[src/rtl/clangpu_fetch_unit.sv]
// ----------------------------------------------------------------------------
// clangpu_fetch_unit
//   Instruction-fetch front end. A CEXEC pulse fetches CLEN words starting at
//   CMEM_ADDR using AXI4 INCR read bursts (one burst in flight at a time).
//   Words land in a prefetch FIFO that feeds the execute stage through a
//   first-word-fall-through valid/ready stream.
//
// Ports
//   CCLK, CRST          clock, asynchronous active-high reset
//   CEXEC               start pulse (honoured only while idle)
//   CMEM_ADDR, CLEN     start byte address (burst aligned), word count
//   CSTAT, CDONE, CERR  busy, one-cycle done pulse, sticky error
//   M_AXI_AR*           read address channel (master side)
//   M_AXI_R*            read data channel (master side)
//   INST_DATA/VALID     FIFO head and non-empty flag
//   INST_READY          consumer pop
// ----------------------------------------------------------------------------
module clangpu_fetch_unit #(
   parameter int C_M_AXI_ADDR_WIDTH = 32,
   parameter int C_M_AXI_DATA_WIDTH = 32,
   parameter int C_BURST_LEN        = 4,
   parameter int C_FIFO_DEPTH       = 16
) (
   input  logic                          CCLK,
   input  logic                          CRST,
   input  logic                          CEXEC,
   input  logic [C_M_AXI_ADDR_WIDTH-1:0] CMEM_ADDR,
   input  logic [15:0]                   CLEN,
   output logic                          CSTAT,
   output logic                          CDONE,
   output logic                          CERR,
   output logic [C_M_AXI_ADDR_WIDTH-1:0] M_AXI_ARADDR,
   output logic [7:0]                    M_AXI_ARLEN,
   output logic [2:0]                    M_AXI_ARSIZE,
   output logic [1:0]                    M_AXI_ARBURST,
   output logic [3:0]                    M_AXI_ARCACHE,
   output logic                          M_AXI_ARVALID,
   input  logic                          M_AXI_ARREADY,
   input  logic [C_M_AXI_DATA_WIDTH-1:0] M_AXI_RDATA,
   input  logic [1:0]                    M_AXI_RRESP,
   input  logic                          M_AXI_RLAST,
   input  logic                          M_AXI_RVALID,
   output logic                          M_AXI_RREADY,
   output logic [C_M_AXI_DATA_WIDTH-1:0] INST_DATA,
   output logic                          INST_VALID,
   input  logic                          INST_READY
);

   localparam int AW     = C_M_AXI_ADDR_WIDTH;
   localparam int DW     = C_M_AXI_DATA_WIDTH;
   localparam int BSHIFT = $clog2(DW / 8);
   localparam int PW     = $clog2(C_FIFO_DEPTH);
   localparam int CW     = PW + 1;

   localparam logic [1:0] S_IDLE  = 2'd0;
   localparam logic [1:0] S_ADDR  = 2'd1;
   localparam logic [1:0] S_DATA  = 2'd2;
   localparam logic [1:0] S_DRAIN = 2'd3;

   logic [1:0]    state_q, state_d;
   logic [AW-1:0] addr_q,  addr_d;
   logic [15:0]   rem_q,   rem_d;    // words not yet requested
   logic [4:0]    beat_q,  beat_d;   // beats still due in the current burst
   logic          err_q,   err_d;
   logic          done_q,  done_d;

   logic [DW-1:0] mem_q [C_FIFO_DEPTH];
   logic [PW-1:0] wptr_q, wptr_d;
   logic [PW-1:0] rptr_q, rptr_d;
   logic [CW-1:0] cnt_q,  cnt_d;

   logic [15:0] beats;
   logic [15:0] space;
   logic        r_fire, last_exp, bad, push, pop, flush;

   // ---------------------------------------------------------------- AR side
   assign beats = (rem_q < 16'(C_BURST_LEN)) ? rem_q : 16'(C_BURST_LEN);
   assign space = 16'(C_FIFO_DEPTH) - 16'(cnt_q);

   // Space is reserved before the request goes out so R never stalls on the
   // FIFO. While in ADDR the count can only fall, so ARVALID cannot drop
   // before its handshake, and addr_q/rem_q keep ARADDR/ARLEN stable.
   assign M_AXI_ARVALID = (state_q == S_ADDR) && (space >= beats);
   assign M_AXI_ARADDR  = addr_q;
   assign M_AXI_ARLEN   = 8'(beats - 16'd1);
   assign M_AXI_ARSIZE  = 3'(BSHIFT);
   assign M_AXI_ARBURST = 2'b01;
   assign M_AXI_ARCACHE = 4'b0011;

   // ----------------------------------------------------------------- R side
   assign M_AXI_RREADY = (state_q == S_DATA);
   assign r_fire       = M_AXI_RVALID && M_AXI_RREADY;
   assign last_exp     = (beat_q == 5'd1);
   // RLAST must coincide exactly with the expected final beat.
   assign bad          = (M_AXI_RRESP != 2'b00) || (M_AXI_RLAST != last_exp);

   assign pop = INST_READY && (cnt_q != '0);

   always_comb begin
      state_d = state_q;
      addr_d  = addr_q;
      rem_d   = rem_q;
      beat_d  = beat_q;
      err_d   = err_q;
      done_d  = 1'b0;
      push    = 1'b0;
      flush   = 1'b0;
      case (state_q)
         S_IDLE: begin
            if (CEXEC) begin
               err_d  = 1'b0;
               addr_d = CMEM_ADDR;
               rem_d  = CLEN;
               if (CLEN == 16'd0) done_d  = 1'b1;
               else               state_d = S_ADDR;
            end
         end
         S_ADDR: begin
            if (M_AXI_ARVALID && M_AXI_ARREADY) begin
               addr_d  = addr_q + (AW'(beats) << BSHIFT);
               rem_d   = rem_q - beats;
               beat_d  = 5'(beats);
               state_d = S_DATA;
            end
         end
         S_DATA: begin
            if (r_fire) begin
               beat_d = beat_q - 5'd1;
               if (err_q || bad) begin
                  // Once broken, the rest of the burst is swallowed and the
                  // fetch is abandoned at the end of the slave's burst.
                  err_d = 1'b1;
                  flush = 1'b1;
                  if (last_exp || M_AXI_RLAST) state_d = S_IDLE;
               end else begin
                  push = 1'b1;
                  if (last_exp) state_d = (rem_q != 16'd0) ? S_ADDR : S_DRAIN;
               end
            end
         end
         default: begin // S_DRAIN
            if (cnt_q == '0) begin
               done_d  = 1'b1;
               state_d = S_IDLE;
            end
         end
      endcase
   end

   // ------------------------------------------------------------------- FIFO
   always_comb begin
      wptr_d = wptr_q;
      rptr_d = rptr_q;
      cnt_d  = cnt_q;
      if (flush) begin
         wptr_d = '0;
         rptr_d = '0;
         cnt_d  = '0;
      end else begin
         if (push) wptr_d = wptr_q + PW'(1);
         if (pop)  rptr_d = rptr_q + PW'(1);
         cnt_d = cnt_q + CW'(push) - CW'(pop);
      end
   end

   always_ff @(posedge CCLK or posedge CRST) begin
      if (CRST) begin
         for (int i = 0; i < C_FIFO_DEPTH; i++) mem_q[i] <= '0;
      end else if (push) begin
         mem_q[wptr_q] <= M_AXI_RDATA;
      end
   end

   always_ff @(posedge CCLK or posedge CRST) begin
      if (CRST) begin
         state_q <= S_IDLE;
         addr_q  <= '0;
         rem_q   <= '0;
         beat_q  <= '0;
         err_q   <= 1'b0;
         done_q  <= 1'b0;
         wptr_q  <= '0;
         rptr_q  <= '0;
         cnt_q   <= '0;
      end else begin
         state_q <= state_d;
         addr_q  <= addr_d;
         rem_q   <= rem_d;
         beat_q  <= beat_d;
         err_q   <= err_d;
         done_q  <= done_d;
         wptr_q  <= wptr_d;
         rptr_q  <= rptr_d;
         cnt_q   <= cnt_d;
      end
   end

   assign INST_DATA  = mem_q[rptr_q];
   assign INST_VALID = (cnt_q != '0);
   assign CSTAT      = (state_q != S_IDLE);
   assign CDONE      = done_q;
   assign CERR       = err_q;

endmodule

[config.mk]
export PLATFORM = sky130hd
export DESIGN_NAME = clangpu_fetch_unit
export DESIGN_NICKNAME = d
export VERILOG_FILES = /design/src/rtl/clangpu_fetch_unit.sv
export SDC_FILE = /design/constraint.sdc
export NUM_CORES = 1
export LEC_CHECK = 0
export BUFFER_PORTS_ARGS = -buffer_cell sky130_fd_sc_hd__buf_2
export CAP_MARGIN = 20
export CORE_ASPECT_RATIO = 1.75
export CORE_MARGIN = 8
export CORE_UTILIZATION = 61
export CTS_BUF_LIST = sky130_fd_sc_hd__clkbuf_16
export CTS_CLUSTER_DIAMETER = 60
export DETAILED_ROUTE_END_ITERATION = 10
export PLACE_DENSITY = 0.87
export SLEW_MARGIN = 20
export SYNTH_ARGS = -nofsm -noshare
export SYNTH_HDL_FRONTEND = slang
export SYNTH_SLANG_ARGS = --single-unit
[constraint.sdc]
create_clock -name CCLK -period 22.3 [get_ports CCLK]
set_input_delay 2.23 -clock CCLK [delete_from_list [all_inputs] [get_ports CCLK]]
set_output_delay 2.23 -clock CCLK [all_outputs]
set_load 0.01 [all_outputs]
==> results.md, run 1 <==
- The flow ran to the end, and the final reports show no timing, DRC or antenna violations.
- The actual transition at the worst max-transition pin is 1.22 ns.
- The pre-CTS worst setup slack is 16.18 ns.
- The worst path arrival time is 4.03 ns.
- For the worst setup path, the data required time is 20.07 ns.
- The final routed DRC violation total is 0.
- The total number of nets in the final design is 2258.
- The unique cell type count in the Yosys netlist is 75.
- The synthesized design spends more area on one cell type than any other, namely sky130_fd_sc_hd__dfrtp_1.
- Cell internal power was estimated by the tool at 0.00199 W.
- The H-tree level count is 2.
- The worst-skew pair later-pin latency is 0.60 ns.
- The CTS buffer count is 50.
- The clock arrives with 0.0224 ns of skew.
- The uppermost signal routing layer after detailed routing is met4.
- Setup repair after global routing left no endpoint under its margin.
- The element type at the critical path end is an output port.
- After synthesis, the most frequently instantiated cells are sky130_fd_sc_hd__dfrtp_1, sky130_fd_sc_hd__mux2_2, sky130_fd_sc_hd__mux4_2.
- The die area is 53800 um2.
- Routability-driven placement finished with a final weighted congestion of 0.923.
- The worst min-delay path category is flip-flop to flip-flop.
- The number of global-route vias before repair is 19400.
- The hold-critical path depth is 1.
- The post-route worst setup slack is 16.04 ns.
- The leakage power summed over all cells is 15.5 nW.
- The cell class contributing the biggest share of worst-path delay is simple AND/OR/NAND/NOR gates.
- Setup violations remaining at the end of the flow were counted as 0.
- Dividing the final minimum period by the clock period gives 28.1%.
- The setup path with the least slack is of type flip-flop to output port.
- Dividing total power by cell area gives a power density of 97.1 nW/um2.
- The number of hold-slack violations in the final timing report came to 0.
- Timing would allow up to 0.160 GHz.
- The switching portion of total power is 34.6%.
- Post-CTS repair changed the size of 0 cells.
- The top flip-flop cell by instance count after synthesis is sky130_fd_sc_hd__dfrtp_1.
- In this run the tightest slew margin relative to its limit is 17.8%.
- In the post-synthesis netlist, the biggest area contributors are sky130_fd_sc_hd__dfrtp_1, sky130_fd_sc_hd__mux2_2, sky130_fd_sc_hd__mux4_2.
- In this run the critical register-to-register path is launched from rem_q[7].
- The post-synthesis instance area is 28300 um2.
- The number of buffers and inverters on the critical path is 1.
- The final route contains 17900 vias.
- The synthesized instance count is 1989.
- The worst path in the final design needs a cycle of 6.26 ns, including I/O delays and setup.
- During synthesis, Yosys emitted a total of 0 warnings.
- The worst register-to-register path has a depth of 12.
- Global routing used 25.7% of the available tracks across all layers.
- The area fraction of the dominant cell type after synthesis is 51.5%.
- The number of flip-flops and latches in the synthesized netlist is 582.
- The routed wirelength normalized by instance count is 25.1 um.
- The root buffer cell chosen for the clock tree is sky130_fd_sc_hd__clkbuf_16.
- The total negative slack for setup checks is 0 ns.
- The met2 wirelength from detailed routing is 37.0 mm.
- The total grt overflow is 0.
- On the critical path, the stage with the largest delay is an instance of sky130_fd_sc_hd__nor2_1.
- In this design, the stage delay of the slowest critical-path cell is 0.64 ns.
- Once detailed placement completed, the half-perimeter wirelength came to 41.1 mm.
- The first-pass GRT wire length is 108 mm.
- The initial antenna violation count is 1.
- IR analysis of the VDD net gives a maximum drop of 84.2 uV.
- The clock slew at the register clock pins of the worst setup and hold paths is 0.07 ns.
- The share of total power in sequential cells is 41.7%.
- The CTS tree is done.
- The die width is 179 um.
- The total net switching power is 0.00105 W.
- Relative to the synthesized area, the layout overhead comes to 10.7%.
- STA classifies the critical path startpoint as a flip-flop.
- The count of buffers added on input and output ports is 166.
- The startpoint of the worst hold path is mem_q[304].
- The share of layout cells above drive strength 1 is 45.1%.
- The floorplan step defined a core boundary enclosing 45900 um2.
- The detailed router finished its first iteration with 1586 violations.
- For this block, wires on met1 add up to 24.8 mm.
- The number of flops mapped to enable cells by yosys is 0.
- The combinational group share of total power is 30.6%.
- The max capacitance violation total is 0.
- The sink count of the clock tree is 582.
- The count of nets left with antenna violations after detail routing is 0.
- The first detailed-routing pass ran for 8 iterations.
- The post-synthesis async set-or-reset flop share is 100%.
- Post-CTS timing repair inserted 0 buffers for setup.
- The most common cell in the synthesized netlist is sky130_fd_sc_hd__dfrtp_1.
- The routed length on met3 is 4.03 mm.
- After floorplanning, the core was divided into 104 placement rows.
- The clock share of power is 27.7%.
- Each instance of the synthesized netlist takes up on average 14.2 um2.
- The maximum fanout count along the critical path is 10.
- Summed over all layers, the routed wires come to 68.6 mm.
- Walking the worst path, the cells encountered are nor3_2 > nand4b_2 > nor2_1 > and2_1 > ha_1 > nand2b_1 > a21oi_1 > o22a_1 > o221ai_1 > and2_1 > buf_2.
- The count of pins over their slew limit is 0.
- Entering global routing, the biggest net connects 221 pins.
- The y dimension of the die is 301 um.
- Setup slack on the worst reg-to-reg path comes out at 17.66 ns.
- Hold repair after CTS inserted 0 buffers.
- The overall power consumption is 0.00304 W.
- The worst hold path endpoint is mem_q[304].
- After detailed routing, the number of vias per cell comes to 6.53.
- Among the stages of the critical path, the cell type that occurs most often is sky130_fd_sc_hd__and2_1.
- Counting along the longest clock path gives a buffer depth of 3.
- Once the floorplan was initialized, standard cells occupied 61.6% of the core.
- The share of the yosys chip area belonging to registers is 51.5%.
- The top-level I/O count is 176.
- The capture point of the worst reg-to-reg path is M_AXI_ARADDR[24].
final cells by class:
type,instances,area [um2]
clock inverters,42,294
fillers,2902,14600
diodes,2,5.00
multi-input cells,1247,13200
repair buffers,196,1150
well taps,583,729
inverters,36,148
clock buffers,50,1250
flip-flops and latches,582,14600
how the worst max path moves through the flow:
stage / from / end / slack, ns / cells past startpoint
global placement: M_AXI_RLAST / mem_q[16] / 16.32 / 8
CTS: rptr_q[0] / INST_DATA[12] / 16.09 / 4
finish: rem_q[7] / M_AXI_ARVALID / 16.04 / 11
global route: rem_q[7] / M_AXI_ARVALID / 15.84 / 10
floorplan: CRST / CDONE / 3.79 / 1
detailed placement: M_AXI_RLAST / mem_q[16] / 16.18 / 8
state kept, by name, indices dropped and copies added, names as in the netlist:
name / cells
rem_q: 16
CERR: 1
rptr_q: 4
state_q: 2
mem_q: 512
beat_q: 5
M_AXI_ARADDR: 32
cnt_q: 5
CDONE: 1
wptr_q: 4
per-stage QoR:
stage	util [%]	hold slack, ns	std cells	instance area (um2)
after floorplan	-	0.468	2023	28400
after global placement	64.5	0.481	2640	29600
after detailed placement	64.6	0.488	2641	29700
after CTS	68.0	0.503	2733	31200
after global routing	68.2	0.510	2736	31300
final	68.2	0.503	2738	31300
per-layer routing:
metal	vias up	global-route usage (%)
li1	7630	-
met2	683	46.7
met3	182	3.25
met1	9383	30.0
met4	0	10.6
met5	-	0
kinds of logic (layout without fill, tap and decap cells):
| family | after synthesis | in the layout | synth area share (%) |
|---|---|---|---|
| mux | 691 | 691 | 33.8 |
| buf+inv | 194 | 324 | 2.73 |
| simple gates | 250 | 250 | 4.41 |
| compound gates | 194 | 194 | 4.44 |
| other cells | 2 | 38 | 0.0265 |
| xor+xnor | 19 | 19 | 0.588 |
| fa+ha+maj | 57 | 57 | 2.56 |
| flops | 582 | 582 | 51.5 |
power by group through the flow:
stage | Combinational, W | Clock, W | Sequential (W)
floorplan | 0.000727 | 0 | 0.00123
global placement | 0.000884 | 0 | 0.00128
detailed placement | 0.000915 | 0 | 0.00129
CTS | 0.000920 | 0.000850 | 0.00127
global route | 0.00102 | 0.000889 | 0.00128
finish | 0.000929 | 0.000842 | 0.00127
cells in the final DEF, fill, tap and decap left out, drive strengths merged, types with 16 or more instances in the layout:
| cell | Yosys | layout |
|---|---|---|
| dfrtp | 582 | 582 |
| a21oi | 59 | 59 |
| clkinv | 0 | 24 |
| inv | 36 | 48 |
| nand2 | 67 | 67 |
| mux2i | 18 | 18 |
| conb | 2 | 36 |
| nand3 | 33 | 33 |
| nor2 | 56 | 56 |
| mux4 | 160 | 160 |
| mux2 | 513 | 513 |
| nor3 | 16 | 16 |
| clkbuf | 97 | 50 |
| o21ai | 48 | 48 |
| ha | 54 | 54 |
| buf | 61 | 196 |
(Power assumes the default switching activity.)
==> run 2, diff against run 1 <==
- CORE_UTILIZATION: 61 -> 55
- PLACE_DENSITY: 0.87 -> 0.83
- clock period: 22.3 -> 5.1 ns (I/O delays scaled with it)
==> run 2 against run 1 <==
- non-clock buffer count is 14 higher
- worst hold slack worse by 0.33 ns
- sequential cell count unchanged
- routed wire length is essentially flat
- clock skew shrank 0.010 ns
- sequential power grew to 4.4 times the previous value
- first-iteration DRC count is 27% lower
- die area rose by 10%
- design area is 0.86% higher
- register-to-register slack worse by 17 ns
- worst setup slack worse by 15 ns
- global-route usage fell by 2.5 points
==> results.md, run 2 (synthesized netlist as in run 1, its figures left out) <==
- The sink count of the clock tree is 582 (unchanged).
- The post-route worst hold slack came to 0.173 ns (was 0.503 ns).
- The die area is 59300 um2 (was 53800 um2).
- The worst-skew pair later-pin latency is 0.59 ns (was 0.60 ns).
- Leading cell types in the layout, fill and taps excluded: sky130_fd_sc_hd__dfrtp_1, sky130_fd_sc_hd__mux2_2, sky130_fd_sc_hd__buf_2 (unchanged).
- The maximum fanout count along the critical path is 10 (unchanged).
- The worst hold path endpoint was M_AXI_ARADDR[22] (was mem_q[304]).
- The actual transition at the worst max-transition pin is 1.08 ns (was 1.22 ns).
- The post-route worst setup slack is 0.736 ns (was 16.04 ns).
- The final setup violation count is 0 (unchanged).
- The number of hold-slack violations in the final timing report was 0 (unchanged).
- The H-tree level count is 2 (unchanged).
- The kind of launch point of the worst setup path is a flip-flop (unchanged).
- The worst path arrival time is 3.85 ns (was 4.03 ns).
- The worst min-delay path category is input port to flip-flop (was flip-flop to flip-flop).
- The site row count was 110 (was 104).
- The routability congestion estimate from global placement is 0.921 (was 0.923).
- The worst IR drop on VDD is 281 uV (was 84.2 uV).
- The worst endpoint required time is 4.59 ns (was 20.07 ns).
- The first-pass GRT wire length is 109 mm (was 108 mm).
- The share of layout cells above drive strength 1 was 45.6% (was 45.1%).
- The busiest metal layer after global routing is met2 (unchanged).
- The startpoint of the worst hold path is CMEM_ADDR[22] (was mem_q[304]).
- The final instance count without filler cells came to 2844 (was 2738).
- Result of the run: finished, final reports clean (unchanged).
- The maximum buffer depth of the clock tree was 3 (unchanged).
- The layout-stage area growth over the synthesis result is 11.6% (was 10.7%).
- The first-pass iteration count of the detailed router is 5 (was 8).
- The initial standard-cell utilization of the core is 55.3% (was 61.6%).
- The global-route met2 utilization came to 41.4% (was 46.7%).
- The leakage power summed over all cells is 15.6 nW (was 15.5 nW).
- The CTS tree is done (unchanged).
- The detailed-route wire length is 68.6 mm (about the same).
- The number of global-route vias before repair is 19300 (was 19400).
- The clock slew at the register clock pins of the worst setup and hold paths came to 0.07 ns (about the same).
- The initial antenna violation count was 5 (was 1).
- The launch instance of the worst register-to-register path is rem_q[4] (was rem_q[7]).
- The routed wirelength normalized by instance count is 24.1 um (was 25.1 um).
- The core box area is 51200 um2 (was 45900 um2).
- The number of fill cells was 3753 (was 2902).
- The final routed DRC violation total is 0 (unchanged).
- Setup repair after global routing missed its margin: false (unchanged).
- The clock period could shrink to 4.36 ns.
- The max capacitance violation total is 0 (unchanged).
- The worst setup skew after layout is 0.0123 ns (was 0.0224 ns).
- The top-level I/O count was 176 (unchanged).
- The post-route fraction of the period consumed by the critical path is 85.6%.
- The cell at the root of the clock tree is sky130_fd_sc_hd__clkbuf_16 (unchanged).
- The element type at the critical path end is an output port (unchanged).
- The met1 capacity usage during global routing was 27.6% (was 30.0%).
- The number of vias per cell after detailed routing is 6.24 (was 6.53).
- The y dimension of the die is 316 um (was 301 um).
- The CTS buffer count is 51 (was 50).
- The largest net degree at the start of global routing is 216 (was 221).
- The critical path class was flip-flop to output port (unchanged).
- The capture point of the worst reg-to-reg path was M_AXI_ARADDR[31] (was M_AXI_ARADDR[24]).
- The global-route track usage on met3 is 4.06% (was 3.25%).
- The number of placed instances with taps included was 2745 (was 2641).
- The count of pins over their slew limit is 0 (unchanged).
- The count of buffers inserted at the top-level ports came to 166 (unchanged).
- The routed via count was 17800 (was 17900).
- The flip-flop count of the largest register after layout was 512 (unchanged).
- The normalized max-slew margin is 28.0% (was 17.8%).
- The most flop-heavy register is mem_q (unchanged).
- The placed instance area is 29900 um2 (was 29700 um2).
- The pre-CTS worst setup slack is 0.862 ns (was 16.18 ns).
- The commonest non-fill, non-tap cell in the layout is sky130_fd_sc_hd__dfrtp_1 (unchanged).
- The hold-critical path depth is 3 (was 1).
- The global routing usage summed across all routing layers came to 23.2% (was 25.7%).
- The count of nets left with antenna violations after detail routing is 0 (unchanged).
- The total grt overflow is 0 (unchanged).
- The total power per unit cell area came to 431 nW/um2 (was 97.1 nW/um2).
- The worst setup slack for register-to-register paths came to 0.79 ns (was 17.66 ns).
- The cell area after layout was 31600 um2 (was 31300 um2).
- The die width is 187 um (was 179 um).
- The half-perimeter wire length after detailed placement came to 43.6 mm (was 41.1 mm).
- For this run, the top clock speed supported by timing is 0.229 GHz.
- The number of cell instances on the worst register-to-register path is 13 (was 12).
- The initial detailed-routing violation count is 1161 (was 1586).
- The post-CTS repair timing setup buffer count is 0 (unchanged).
- The total number of nets in the final design came to 2273 (was 2258).
[run 2: cell count changes in the layout (fill, tap and decap cells not counted), sizes merged]
cell	before	now
clkinvlp	3	2
bufinv	3	6
clkbuf	50	51
inv	48	49
buf	196	209
clkinv	24	23
dlygate4sd3	0	1
[run 2: what timing repair did]
item / 4_1_cts / 5_1_grt
setup endpoints to repair: 0 / 0
hold buffers: 1 / 0
resized for setup: 0 / 0
endpoints found under the hold margin: 11 / 0
[run 2: worst max-delay path by stage]
stage / from / end / slack, ns / depth (start not counted)
floorplan: CRST / CDONE / -3.34 / 1
global placement: rem_q[4] / M_AXI_ARADDR[31] / 1.06 / 13
detailed placement: cnt_q[1] / M_AXI_ARADDR[30] / 0.86 / 13
CTS: rem_q[4] / M_AXI_ARVALID / 0.76 / 11
global route: rem_q[4] / M_AXI_ARVALID / 0.46 / 11
finish: rem_q[4] / M_AXI_ARVALID / 0.74 / 11
[run 2: final cells by class]
| class | instances | area [um2] | share of cell area [%] |
|---|---|---|---|
| multi-input cells | 1247 | 13200 | 41.6 |
| diodes | 2 | 5.00 | 0.0158 |
| clock buffers | 51 | 1280 | 4.04 |
| inverters | 36 | 139 | 0.440 |
| clock inverters | 44 | 377 | 1.19 |
| flip-flops and latches | 582 | 14600 | 46.1 |
| well taps | 672 | 841 | 2.66 |
| repair buffers | 210 | 1220 | 3.87 |
[run 2: routing by layer]
metal / share of wire (%) / up-vias / wire (um)
met4: 3.8 / 8 / 2610
li1: - / 7658 / -
met3: 5.9 / 164 / 4080
met1: 38 / 9301 / 26200
met5: 0.080 / - / 55
met2: 52 / 629 / 35700
[run 2: worst max-delay path, stage by stage (launching register included)]
cell and delay, ns:
sky130_fd_sc_hd__dfrtp_1 0.44, sky130_fd_sc_hd__nor3_2 0.30, sky130_fd_sc_hd__nand4b_2 0.30, sky130_fd_sc_hd__nor2_1 0.51, sky130_fd_sc_hd__and2_1 0.29, sky130_fd_sc_hd__ha_1 0.25, sky130_fd_sc_hd__nand2b_1 0.15, sky130_fd_sc_hd__a21oi_1 0.29
sky130_fd_sc_hd__o22a_1 0.23, sky130_fd_sc_hd__o221ai_1 0.16, sky130_fd_sc_hd__and2_1 0.21, sky130_fd_sc_hd__buf_2 0.14
[run 2: power by group]
| part | switching [W] | leakage [nW] | internal, W |
|---|---|---|---|
| Clock | 0.00174 | 0.865 | 0.00214 |
| Sequential | 0.000573 | 7.99 | 0.00499 |
| Combinational | 0.00235 | 6.74 | 0.00181 |
[run 2: stage by stage]
stage	setup TNS, ns	util (%)	total power [W]
finish	0	61.7	0.0136
global route	0	61.7	0.0143
CTS	0	61.6	0.0136
detailed placement	0	58.4	0.00976
global placement	0	58.4	0.00959
floorplan	-1944.72	-	0.00854
